`config.mk`:
```
export PLATFORM = sky130hd
export DESIGN_NAME = seg_capture_decoder
export DESIGN_NICKNAME = d
export VERILOG_FILES = /design/src/rtl/seg_pkg.sv /design/src/rtl/seg_pattern_decode.sv /design/src/rtl/seg_capture_decoder.sv
export SDC_FILE = /design/constraint.sdc
export NUM_CORES = 1
export LEC_CHECK = 0
export CAP_MARGIN = 20
export CORE_MARGIN = 2
export CORE_UTILIZATION = 40
export CTS_CLUSTER_DIAMETER = 120
export DETAILED_ROUTE_END_ITERATION = 8
export SLEW_MARGIN = 10
export SYNTH_ARGS = -nofsm -noshare
export SYNTH_HDL_FRONTEND = slang
export SYNTH_SLANG_ARGS = --single-unit
export TNS_END_PERCENT = 30
```
`constraint.sdc`:
```
create_clock -name clk -period 2.7 [get_ports clk]
set_input_delay 0.81 -clock clk [delete_from_list [all_inputs] [get_ports clk]]
set_output_delay 0.81 -clock clk [all_outputs]
set_load 0.01 [all_outputs]
```
`src/rtl/seg_pkg.sv`:
```
// Shared constants and types for the segment capture decoder.
// Glyph table matches the segment display driver's encoding.
package seg_pkg;

    localparam int DATA_W = 5;

    localparam logic [6:0] SEG_BLANK = 7'h00;

    localparam logic [6:0] GLYPH_0 = 7'h3F;
    localparam logic [6:0] GLYPH_1 = 7'h06;
    localparam logic [6:0] GLYPH_2 = 7'h5B;
    localparam logic [6:0] GLYPH_3 = 7'h4F;
    localparam logic [6:0] GLYPH_4 = 7'h66;
    localparam logic [6:0] GLYPH_5 = 7'h6D;
    localparam logic [6:0] GLYPH_6 = 7'h7D;
    localparam logic [6:0] GLYPH_7 = 7'h07;
    localparam logic [6:0] GLYPH_8 = 7'h7F;
    localparam logic [6:0] GLYPH_9 = 7'h6F;
    localparam logic [6:0] GLYPH_A = 7'h77;
    localparam logic [6:0] GLYPH_B = 7'h7C;
    localparam logic [6:0] GLYPH_C = 7'h39;
    localparam logic [6:0] GLYPH_D = 7'h5E;
    localparam logic [6:0] GLYPH_E = 7'h79;
    localparam logic [6:0] GLYPH_F = 7'h71;

    typedef enum logic [1:0] {
        S_BLANK,
        S_LOCKED,
        S_ERR
    } seg_state_t;

endpackage

```
`src/rtl/seg_pattern_decode.sv`:
```
// Combinational 7-segment pattern to hex digit decoder.
// Flags blank patterns separately from hex glyph hits.
module seg_pattern_decode
    import seg_pkg::*;
(
    input  logic [6:0] pat,
    output logic       hit,
    output logic [3:0] hex,
    output logic       blank
);

    always_comb begin
        hit   = 1'b1;
        hex   = 4'h0;
        blank = (pat == SEG_BLANK);
        unique case (1'b1)
            (pat == GLYPH_0): hex = 4'h0;
            (pat == GLYPH_1): hex = 4'h1;
            (pat == GLYPH_2): hex = 4'h2;
            (pat == GLYPH_3): hex = 4'h3;
            (pat == GLYPH_4): hex = 4'h4;
            (pat == GLYPH_5): hex = 4'h5;
            (pat == GLYPH_6): hex = 4'h6;
            (pat == GLYPH_7): hex = 4'h7;
            (pat == GLYPH_8): hex = 4'h8;
            (pat == GLYPH_9): hex = 4'h9;
            (pat == GLYPH_A): hex = 4'hA;
            (pat == GLYPH_B): hex = 4'hB;
            (pat == GLYPH_C): hex = 4'hC;
            (pat == GLYPH_D): hex = 4'hD;
            (pat == GLYPH_E): hex = 4'hE;
            (pat == GLYPH_F): hex = 4'hF;
            default:          hit = 1'b0;
        endcase
    end

endmodule

```
`src/rtl/seg_capture_decoder.sv`:
```
// Segment bus monitor: sync, debounce, decode, +1 sequence check.
// Define SEG_CAPTURE_ACTIVE_LOW_EN for common-anode (inverted) buses.
module seg_capture_decoder
    import seg_pkg::*;
#(
    parameter int STABLE_CYCLES = 4,
    parameter int CNT_W         = 16
) (
    input  logic              clk,
    input  logic              rst_n,
    input  logic [7:0]        seg_in,
    output logic [DATA_W-1:0] data_out,
    output logic              valid,
    output logic              invalid,
    output logic              upd_stb,
    output logic              seq_ok,
    output logic              seq_err,
    output logic [CNT_W-1:0]  upd_cnt
);

    localparam logic [7:0] STAB_MAX  = 8'(STABLE_CYCLES);
    localparam logic [7:0] STAB_LAST = 8'(STABLE_CYCLES - 1);

    logic [7:0] seg_eff;
    logic [7:0] s1;
    logic [7:0] s2;
    logic [7:0] cand;
    logic [7:0] stab_cnt;
    logic       accept;

    logic       dec_hit;
    logic [3:0] dec_hex;
    logic       dec_blank;

    logic [DATA_W-1:0] new_val;
    seg_state_t        state;

`ifdef SEG_CAPTURE_ACTIVE_LOW_EN
    assign seg_eff = ~seg_in;
`else
    assign seg_eff = seg_in;
`endif

    always_ff @(posedge clk or negedge rst_n) begin
        if (!rst_n) begin
            s1 <= '0;
            s2 <= '0;
        end else begin
            s1 <= seg_eff;
            s2 <= s1;
        end
    end

    // stab_cnt parks at STABLE_CYCLES so accept fires once per candidate
    always_ff @(posedge clk or negedge rst_n) begin
        if (!rst_n) begin
            cand     <= '0;
            stab_cnt <= '0;
        end else if (s2 != cand) begin
            cand     <= s2;
            stab_cnt <= '0;
        end else if (stab_cnt < STAB_MAX) begin
            stab_cnt <= stab_cnt + 8'd1;
        end
    end

    assign accept = (s2 == cand) && (stab_cnt == STAB_LAST);

    seg_pattern_decode u_dec (
        .pat   (cand[6:0]),
        .hit   (dec_hit),
        .hex   (dec_hex),
        .blank (dec_blank)
    );

    assign new_val = {cand[7], dec_hex};

    always_ff @(posedge clk or negedge rst_n) begin
        if (!rst_n) begin
            state    <= S_BLANK;
            data_out <= '0;
            valid    <= 1'b0;
            invalid  <= 1'b0;
            upd_stb  <= 1'b0;
            seq_ok   <= 1'b0;
            seq_err  <= 1'b0;
            upd_cnt  <= '0;
        end else begin
            upd_stb <= 1'b0;
            seq_ok  <= 1'b0;
            seq_err <= 1'b0;
            if (accept) begin
                if (dec_blank) begin
                    state   <= S_BLANK;
                    valid   <= 1'b0;
                    invalid <= 1'b0;
                end else if (!dec_hit) begin
                    state   <= S_ERR;
                    valid   <= 1'b0;
                    invalid <= 1'b1;
                end else if (state != S_LOCKED || new_val != data_out) begin
                    state    <= S_LOCKED;
                    data_out <= new_val;
                    valid    <= 1'b1;
                    invalid  <= 1'b0;
                    upd_stb  <= 1'b1;
                    if (upd_cnt != '1)
                        upd_cnt <= upd_cnt + 1'b1;
                    if (state == S_LOCKED) begin
                        seq_ok  <= (new_val == data_out + 1'b1);
                        seq_err <= (new_val != data_out + 1'b1);
                    end
                end
            end
        end
    end

endmodule

```
; ---- Yosys cells after proc, flatten, opt, wreduce, memory -nomap -nowiden
; Cells that the tools add are included.
[totals]
elab_cells = 78
output_inout_bits = 26
in_bits = 10
reg_bits = 60
[classes]
n_eq_ne = 26
bitwise = 1
add_sub_neg = 3
mux = 27
reduce_logical = 8
order_cmp = 1
[op_table]
columns = cell, n
row1 = equality test 7 bit (second input constant), 12
row2 = case mux 4 bit (15 select lines), 1
row3 = two-way mux 1 bit, 21
row4 = adder 16 x 1 -> 16 bit (second input constant), 1
row5 = two-way mux 8 bit, 2
row6 = inequality test 16 bit (second input constant), 1
row7 = OR reduction 16 bit, 1
row8 = equality test 7 x 3 -> 1 bit (second input constant), 2
row9 = equality test 7 x 6 -> 1 bit (second input constant), 2
row10 = inequality test 5 bit, 2
row11 = adder 8 x 1 -> 8 bit (second input constant), 1
row12 = equality test 8 x 2 -> 1 bit (second input constant), 1
row13 = equality test 8 bit, 1
row14 = < comparator 8 x 3 -> 1 bit (second input constant), 1
row15 = inequality test 8 bit, 1
row16 = zero test 7 bit, 1
row17 = two-way mux 2 bit, 3
row18 = adder 5 x 1 -> 5 bit (second input constant), 1
row19 = equality test 5 bit, 1
row20 = AND reduction 5 bit, 1
row21 = AND reduction 4 bit, 1
row22 = inequality test 3 x 1 -> 1 bit (second input constant), 1
row23 = equality test 2 x 1 -> 1 bit (second input constant), 1
row24 = inequality test 2 x 1 -> 1 bit (second input constant), 1
row25 = 5 further kinds, 5

; ---- Depth between registers and ports, before layout
; Gate-level depths: netlist of run 1.
[depth]
depth_word = 8
mapped_depth = 11
mapped_depth_nobuf = 7

; ---- By module
; Synthesis of run 1 repeated with hierarchy kept, for this count alone.
[hier_totals]
hier_cells = 245
area_unflattened_um2 = 2857.7
[modules_own_cells]
columns = mod, instances, area_per_inst_um2, cells_each, seq_area_each_um2
row1 = seg_capture_decoder, 1, 2469.9, 183, 1451.4
row2 = seg_pattern_decode, 1, 387.9, 62, 0.0

; ---- Least setup slack after synthesis of run 1
; No wires, ideal clock.
[synth_timing]
path_kind = reg2reg
start = register cand[3]
end = register data_out[1]
synth_period_minus_slack_ps = 2392
stages_incl_launch_ff = 10
arrival_ps = 2267
setup_ps = 125
required_time_ps = 2575
path_slack_ps = 308
n_path_buf = 2
cell_sequence = dfrtp_1 > buf_4 > or2_1 > or3_1 > o211a_1 > xnor2_2 > nor4_4 > buf_6 > nor2_4 > mux2_4
[synth_between]
elab_chain_len = 5
elab_cells_between_ends = 26
cone_classes = eq/ne (18) / mux (2) / bitwise (1) / reduce/logical (5)
[synth_lines]
columns = item, line_no
row1 = "start, declared", seg_capture_decoder.sv:27  ; logic [7:0] cand;
row2 = "start signal, assigned", seg_capture_decoder.sv:57  ; cand <= '0;
row3 = "start signal, assigned", seg_capture_decoder.sv:60  ; cand <= s2;
row4 = "equality test 7 bit, or another cell as far along", seg_pattern_decode.sv:32  ; (pat == GLYPH_F): hex = 4'hF;
row5 = case mux 4 bit (15 select lines), seg_pattern_decode.sv:16  ; unique case (1'b1)
row6 = inequality test 5 bit, seg_capture_decoder.sv:101  ; end else if (state != S_LOCKED || new_val != data_out) begin
row7 = logical OR 1 bit, seg_capture_decoder.sv:101
row8 = AND reduction 4 bit (no line), -
row9 = "end signal, assigned", seg_capture_decoder.sv:103  ; data_out <= new_val;
row10 = "end, declared", seg_capture_decoder.sv:12  ; output logic [DATA_W-1:0] data_out,
; Several ways; a longest one is shown, not always the timed one.
; A chain may end at the register's enable or synchronous reset.

; ---- Worst setup path in the final report of run 1
[layout_timing]
start = register cand[2]
end = register upd_cnt[1]
[layout_between]
elab_chain_len = 5
elab_cells_between_ends = 26
cone_classes = eq/ne (18) / mux (2) / bitwise (1) / reduce/logical (5)
[layout_lines]
columns = item, line_no
row1 = "equality test 7 bit, or another cell as far along", seg_pattern_decode.sv:32
row2 = case mux 4 bit (15 select lines), seg_pattern_decode.sv:16
row3 = inequality test 5 bit, seg_capture_decoder.sv:101
row4 = logical OR 1 bit, seg_capture_decoder.sv:101
row5 = AND reduction 5 bit (no line) (*), -
row6 = "end signal, assigned", seg_capture_decoder.sv:108  ; upd_cnt <= upd_cnt + 1'b1;
row7 = "end, declared", seg_capture_decoder.sv:18  ; output logic [CNT_W-1:0] upd_cnt
; Every way passes the cells marked *; elsewhere a longest branch is shown, timed or not.

==> results of run 1 <==
-- metal layers --
| metal | up-vias | track usage (%) | wire length (um) |
|---|---|---|---|
| met1 | 1000 | 23.07 | 2940 |
| met5 | - | 0 | 0 |
| met2 | 30 | 21.35 | 2447 |
| met3 | 11 | 3.324 | 154 |
| li1 | 1007 | - | - |
| met4 | 0 | 8.141 | 129 |
-- layout by cell type, fill, tap and decap left out, types with 6 or more instances in the layout --
cell type,n
nor2_1,9
clkdlybuf4s50_1,34
nor3_1,9
nand2_1,16
xnor2_1,10
dfrtp_2,6
xor2_1,19
and2_1,7
nand3_1,12
dfrtp_1,52
clkbuf_8,9
buf_4,30
-- final cells by class --
cell class / count / area share (%)
clock inverter: 6 / 1.544
inverter: 4 / 0.4027
tap: 99 / 3.322
timing repair buffer: 67 / 15.97
multi-input combinational: 168 / 36.21
clock buffer: 10 / 3.423
sequential: 58 / 39.13
-- registers in the layout (all words and copies together) (netlist names) --
register  count
upd_cnt      16
cand          8
s1            8
s2            8
stab_cnt      8
data_out      5
invalid       1
seq_err       1
seq_ok        1
state         1
upd_stb       1
-- where the power goes --
group | leakage [nW] | total (mW) | switching [mW] | internal (mW)
Clock | 0.0958 | 0.762 | 0.343 | 0.419
Sequential | 0.749 | 0.909 | 0.0209 | 0.888
Combinational | 0.813 | 0.119 | 0.0576 | 0.0617
Total | 1.66 | 1.79 | 0.421 | 1.37
-- worst max path at each step --
stage | startpoint | slack [ns] | end | cells after the start
after floorplan | cand[3] | 0.31 | data_out[1] | 9
after global placement | cand[2] | 0.07 | upd_cnt[1] | 8
after detailed placement | cand[2] | 0.04 | upd_cnt[1] | 8
after CTS | cand[0] | 0.02 | upd_cnt[1] | 9
after global routing | cand[2] | -0.002 | upd_cnt[1] | 8
final | cand[2] | 0.11 | upd_cnt[1] | 8
-- kinds of logic after synthesis --
kind of cell	count (synthesis)	share of synthesized area (%)
adders and majority gates	3	1.285
buffers and inverters	24	4.496
DFF	58	49.68
muxes	6	2.612
AOI/OAI and AO/OA	27	8.694
and+or+nand+nor	100	22.66
xor gates and xnor gates	32	10.58
-- timing repair --
| action | 4_1_cts | 5_1_grt |
|---|---|---|
| setup buffers | 0 | 5 |
| gates resized for setup | 0 | 9 |
| endpoints found under the setup margin | 0 | 18 |
==> results.sh, run 1 <==
export IMPL_status="finished, final reports clean"
export IMPL_ys_types=62
export IMPL_fin_crit_sh_pct=95.76
export IMPL_antenna_left=0
export IMPL_rrSetupSlack_ns=0.11
export IMPL_synthTopCellsByArea="dfrtp_1 50%, xor2_1 5.7%, xnor2_1 3.0%"
export IMPL_crit_path_cell_trace="or2_1 -> o32a_1 -> and3_4 -> a221oi_4 -> nor4_4 -> buf_4 -> a311oi_2 -> mux2_1"
export IMPL_ys_seq_area_share_pct=49.68
export IMPL_multi_input_area_um2=1350
export IMPL_seqCellArea_um2=1459
export IMPL_hold_slack_ns=0.3462
export IMPL_cp_required_ns=2.92
export IMPL_place_gp_congestion=0.8494
export IMPL_fin_skew_ns=0.008491
export IMPL_placed_cell_area_um2=3490
export IMPL_synth_edff_count=0
export IMPL_grt_ovfl_total=0
export IMPL_synth_top_area_cell="dfrtp_1"
export IMPL_startpoint_type="register"
export IMPL_firstDrtPassIters=4
export IMPL_antenna_cells=0
export IMPL_h_tree_depth=3
export IMPL_grt_use_total_pct=15.62
export IMPL_first_global_vias=1964
export IMPL_cp_arrival_ns=2.81
export IMPL_syn_cell_area_um2=2922
export IMPL_stdcell_count=412
export IMPL_total_power_mw=1.790
export IMPL_route_detailed_drc=0
export IMPL_synth_cells=250
export IMPL_syn_avg_cell_area_um2=11.69
export IMPL_critPathSlowestCell="dfrtp_2"
export IMPL_start_util_pct=40.71
export IMPL_clkSinkCount=58
export IMPL_ctsHoldBuffers=0
export IMPL_reg2reg_from="cand[2]"
export IMPL_root_buffer="clkbuf_8"
export IMPL_fin_setup_tns_ns=0
export IMPL_place_ws_ns=0.03780
export IMPL_grt_max_degree=41
export IMPL_fin_ws_ns=0.1145
export IMPL_clkSlewWorstSetupHoldPaths_ns=0.07
export IMPL_num_vias=2048
export IMPL_drive_gt1_share_pct=26.52
export IMPL_crit_path_max_fanout=12
export IMPL_drt_iter0_drc=65
export IMPL_clock_fmax_mhz=386.8
export IMPL_pin_count=36
export IMPL_cts_buffer_depth=2
export IMPL_die_w_um=89.46
export IMPL_portBuffers=35
export IMPL_path_class="reg -> reg"
export IMPL_yosys_area_top_type_share_pct=49.68
export IMPL_ir_worst_vdd_uv=282.6
export IMPL_numCtsBuffers=9
export IMPL_cap_violations=0
export IMPL_post_route_util_pct=51.96
export IMPL_crit_path_end_kind="register"
export IMPL_cts_tree="done"
export IMPL_setup_violations=0
export IMPL_hold_depth=0
export IMPL_syn_num_nets=263
export IMPL_yosys_warnings=0
export IMPL_ys_ff_latch=58
export IMPL_critical_path_top_delay_family="compound AO/OA/AOI/OAI gates"
export IMPL_synthToLayoutAreaGrowth_pct=27.62
export IMPL_grt_pass1_wl_um=9370
export IMPL_worst_pin_slew_ns=0.5017
export IMPL_r2r_end="upd_cnt[1]"
export IMPL_synth_main_ff_cell="dfrtp_1"
export IMPL_slew_headroom_pct=66.25
export IMPL_final_cell_area_um2=3729
export IMPL_hold_path_class="reg -> reg"
export IMPL_netlist_top_cells_count="58 x dfrtp_1, 19 x xor2_1, 16 x nand2_1"
export IMPL_leakage_nw=1.657
export IMPL_cp_buffers_inverters=1
export IMPL_num_rows=31
export IMPL_finalHoldViolCount=0
export IMPL_hold_path_end="s2[2]"
export IMPL_slew_viol_final=0
export IMPL_ys_async_sr_fraction_pct=100.0
export IMPL_num_fill_cells=635
export IMPL_fp_coreArea_um2=7176
export IMPL_post_synth_top_count_cell="dfrtp_1"
export IMPL_antenna_found_initial=0
export IMPL_ff2ff_path_depth=8
export IMPL_slowest_delay_ns=0.49
export IMPL_wirelength_um=5670
export IMPL_die_area_um2=8003
export IMPL_clkLatencyLatePin_ns=0.34
export IMPL_wl_per_cell_um=13.76
export IMPL_fin_nets=321
export IMPL_layout_min_cycle_time_ns=2.586
export IMPL_drt_vias_per_instance=4.971
export IMPL_powerDensity_nw_per_um2=480.2
export IMPL_die_h_um=89.46
export IMPL_dpl_hpwl_um=3959
export IMPL_placedCellCount=391
export IMPL_holdCritStartpoint="s1[2]"
No activity file was read; power rests on OpenSTA's default activity.
==> run 2: changes to the inputs <==
--- a/config.mk
+++ b/config.mk
@@ -5,13 +5,15 @@
 export SDC_FILE = /design/constraint.sdc
 export NUM_CORES = 1
 export LEC_CHECK = 0
+export ABC_AREA = 0
 export CAP_MARGIN = 20
 export CORE_MARGIN = 2
 export CORE_UTILIZATION = 40
 export CTS_CLUSTER_DIAMETER = 120
 export DETAILED_ROUTE_END_ITERATION = 8
+export PLACE_DENSITY = 0.73
 export SLEW_MARGIN = 10
 export SYNTH_ARGS = -nofsm -noshare
 export SYNTH_HDL_FRONTEND = slang
 export SYNTH_SLANG_ARGS = --single-unit
-export TNS_END_PERCENT = 30
+export TNS_END_PERCENT = 5
==> results.sh, run 2 (synthesis results as in run 1) <==
export IMPL_num_vias=2043
export IMPL_fin_setup_tns_ns=0
export IMPL_rrSetupSlack_ns=0.11
export IMPL_powerDensity_nw_per_um2=500.1
export IMPL_die_h_um=89.46
export IMPL_dpl_hpwl_um=3847
export IMPL_top_register="upd_cnt"
export IMPL_cp_arrival_ns=2.80
export IMPL_ctsHoldBuffers=0
export IMPL_holdCritStartpoint="s1[1]"
export IMPL_grt_use_total_pct=15.28
export IMPL_place_ws_ns=0.009996
export IMPL_hold_path_end="s2[1]"
export IMPL_cp_required_ns=2.91
export IMPL_layout_commonest_cell="dfrtp_1"
export IMPL_hold_depth=0
export IMPL_h_tree_depth=3
export IMPL_setup_violations=0
export IMPL_cap_violations=0
export IMPL_leakage_nw=1.621
export IMPL_portBuffers=35
export IMPL_reg2reg_from="cand[3]"
export IMPL_drt_iter0_drc=144
export IMPL_pin_count=36
export IMPL_antenna_cells=0
export IMPL_clock_fmax_mhz=385.6
export IMPL_cts_tree="done"
export IMPL_fin_nets=311
export IMPL_rsz0062_at_grt="no"
export IMPL_slew_headroom_pct=52.83
export IMPL_clkSinkCount=58
export IMPL_startpoint_type="register"
export IMPL_synthToLayoutAreaGrowth_pct=26.04
export IMPL_clkSlewWorstSetupHoldPaths_ns=0.06
export IMPL_start_util_pct=40.71
export IMPL_crit_path_max_fanout=12
export IMPL_total_power_mw=1.841
export IMPL_finalHoldViolCount=0
export IMPL_ff2ff_path_depth=9
export IMPL_firstDrtPassIters=5
export IMPL_antenna_left=0
export IMPL_num_rows=31
export IMPL_worst_pin_slew_ns=0.7075
export IMPL_fin_ws_ns=0.1065
export IMPL_grt_ovfl_total=0
export IMPL_slew_viol_final=0
export IMPL_fp_coreArea_um2=7176
export IMPL_clkLatencyLatePin_ns=0.33
export IMPL_layout_common_cells="53 x dfrtp_1, 34 x clkdlybuf4s50_1, 21 x buf_4"
export IMPL_wl_per_cell_um=14.18
export IMPL_path_class="reg -> reg"
export IMPL_crit_path_end_kind="register"
export IMPL_r2r_end="upd_cnt[6]"
export IMPL_place_gp_congestion=0.8820
export IMPL_die_w_um=89.46
export IMPL_fin_crit_sh_pct=96.05
export IMPL_first_global_vias=1970
export IMPL_wirelength_um=5687
export IMPL_grt_pass1_wl_um=9301
export IMPL_cts_buffer_depth=2
export IMPL_fin_skew_ns=0.007621
export IMPL_die_area_um2=8003
export IMPL_ir_worst_vdd_uv=346.7
export IMPL_route_detailed_drc=0
export IMPL_root_buffer="clkbuf_8"
export IMPL_hold_path_class="reg -> reg"
export IMPL_largest_reg_flops=16
export IMPL_drive_gt1_share_pct=23.18
export IMPL_antenna_found_initial=0
export IMPL_numCtsBuffers=9
export IMPL_layout_min_cycle_time_ns=2.593
export IMPL_status="finished, final reports clean"
export IMPL_grt_max_degree=59
export IMPL_post_route_util_pct=51.32
export IMPL_drt_vias_per_instance=5.095
==> run 2: routing by layer <==
layer  global-route usage, %  up-vias  wire length [um]
li1                        -      981                 -
met1                   21.52     1004              2696
met2                   22.22       47              2669
met3                   3.047       11               195
met4                   8.005        0               125
met5                       0        -                 0
==> run 2: cell type report <==
class                           count  area (um^2)
Clock inverter                      2        35.03
Fill cell                         617         3493
Sequential cell                    58         1458
Multi-Input combinational cell    168         1359
Inverter                            4        15.01
Timing Repair Buffer               57        523.0
Clock buffer                       13        168.9
Tap cell                           99        123.9
==> run 2: where the power goes <==
group,leakage [nW],switching [mW],internal (mW),total [mW]
clock,0.106,0.323,0.495,0.819
combinational,0.766,0.0573,0.0564,0.114
sequential,0.750,0.0206,0.888,0.909
total,1.62,0.401,1.44,1.84
==> run 2: critical path: stages, from the launching register on <==
cell and delay, ns:
dfrtp_2 0.47, or2_4 0.30, or3_1 0.36, o211a_1 0.18
xnor2_2 0.18, nor4_4 0.29, buf_4 0.22, buf_4 0.23
nor3_1 0.09, xor2_1 0.15
==> run 2: what timing repair did <==
action,4_1_cts,5_1_grt
resized for setup,1,7
endpoints found under the setup margin,1,15
cloned,0,0
pin swaps,0,1
setup buffers,0,5
==> run 2: through the flow <==
stage | hold slack, ns | cell area [um^2] | cells
6_report | 0.3488 | 3682 | 401
3_5_place_dp | 0.3363 | 3415 | 381
4_1_cts | 0.3505 | 3620 | 396
5_1_grt | 0.3511 | 3682 | 401
2_1_floorplan | 0.3312 | 2922 | 250
3_3_place_gp | 0.3331 | 3415 | 381
==> run 2: how the worst max path moves through the flow <==
stage | to | cells after the start | startpoint | slack, ns
6_report | upd_cnt[6] | 9 | cand[3] | 0.11
5_1_grt | upd_cnt[13] | 10 | cand[1] | 0.0004
4_1_cts | upd_cnt[1] | 8 | cand[0] | 0.02
3_5_place_dp | upd_cnt[1] | 8 | cand[2] | 0.01
3_3_place_gp | upd_cnt[1] | 8 | cand[2] | 0.08
2_1_floorplan | data_out[1] | 9 | cand[3] | 0.31
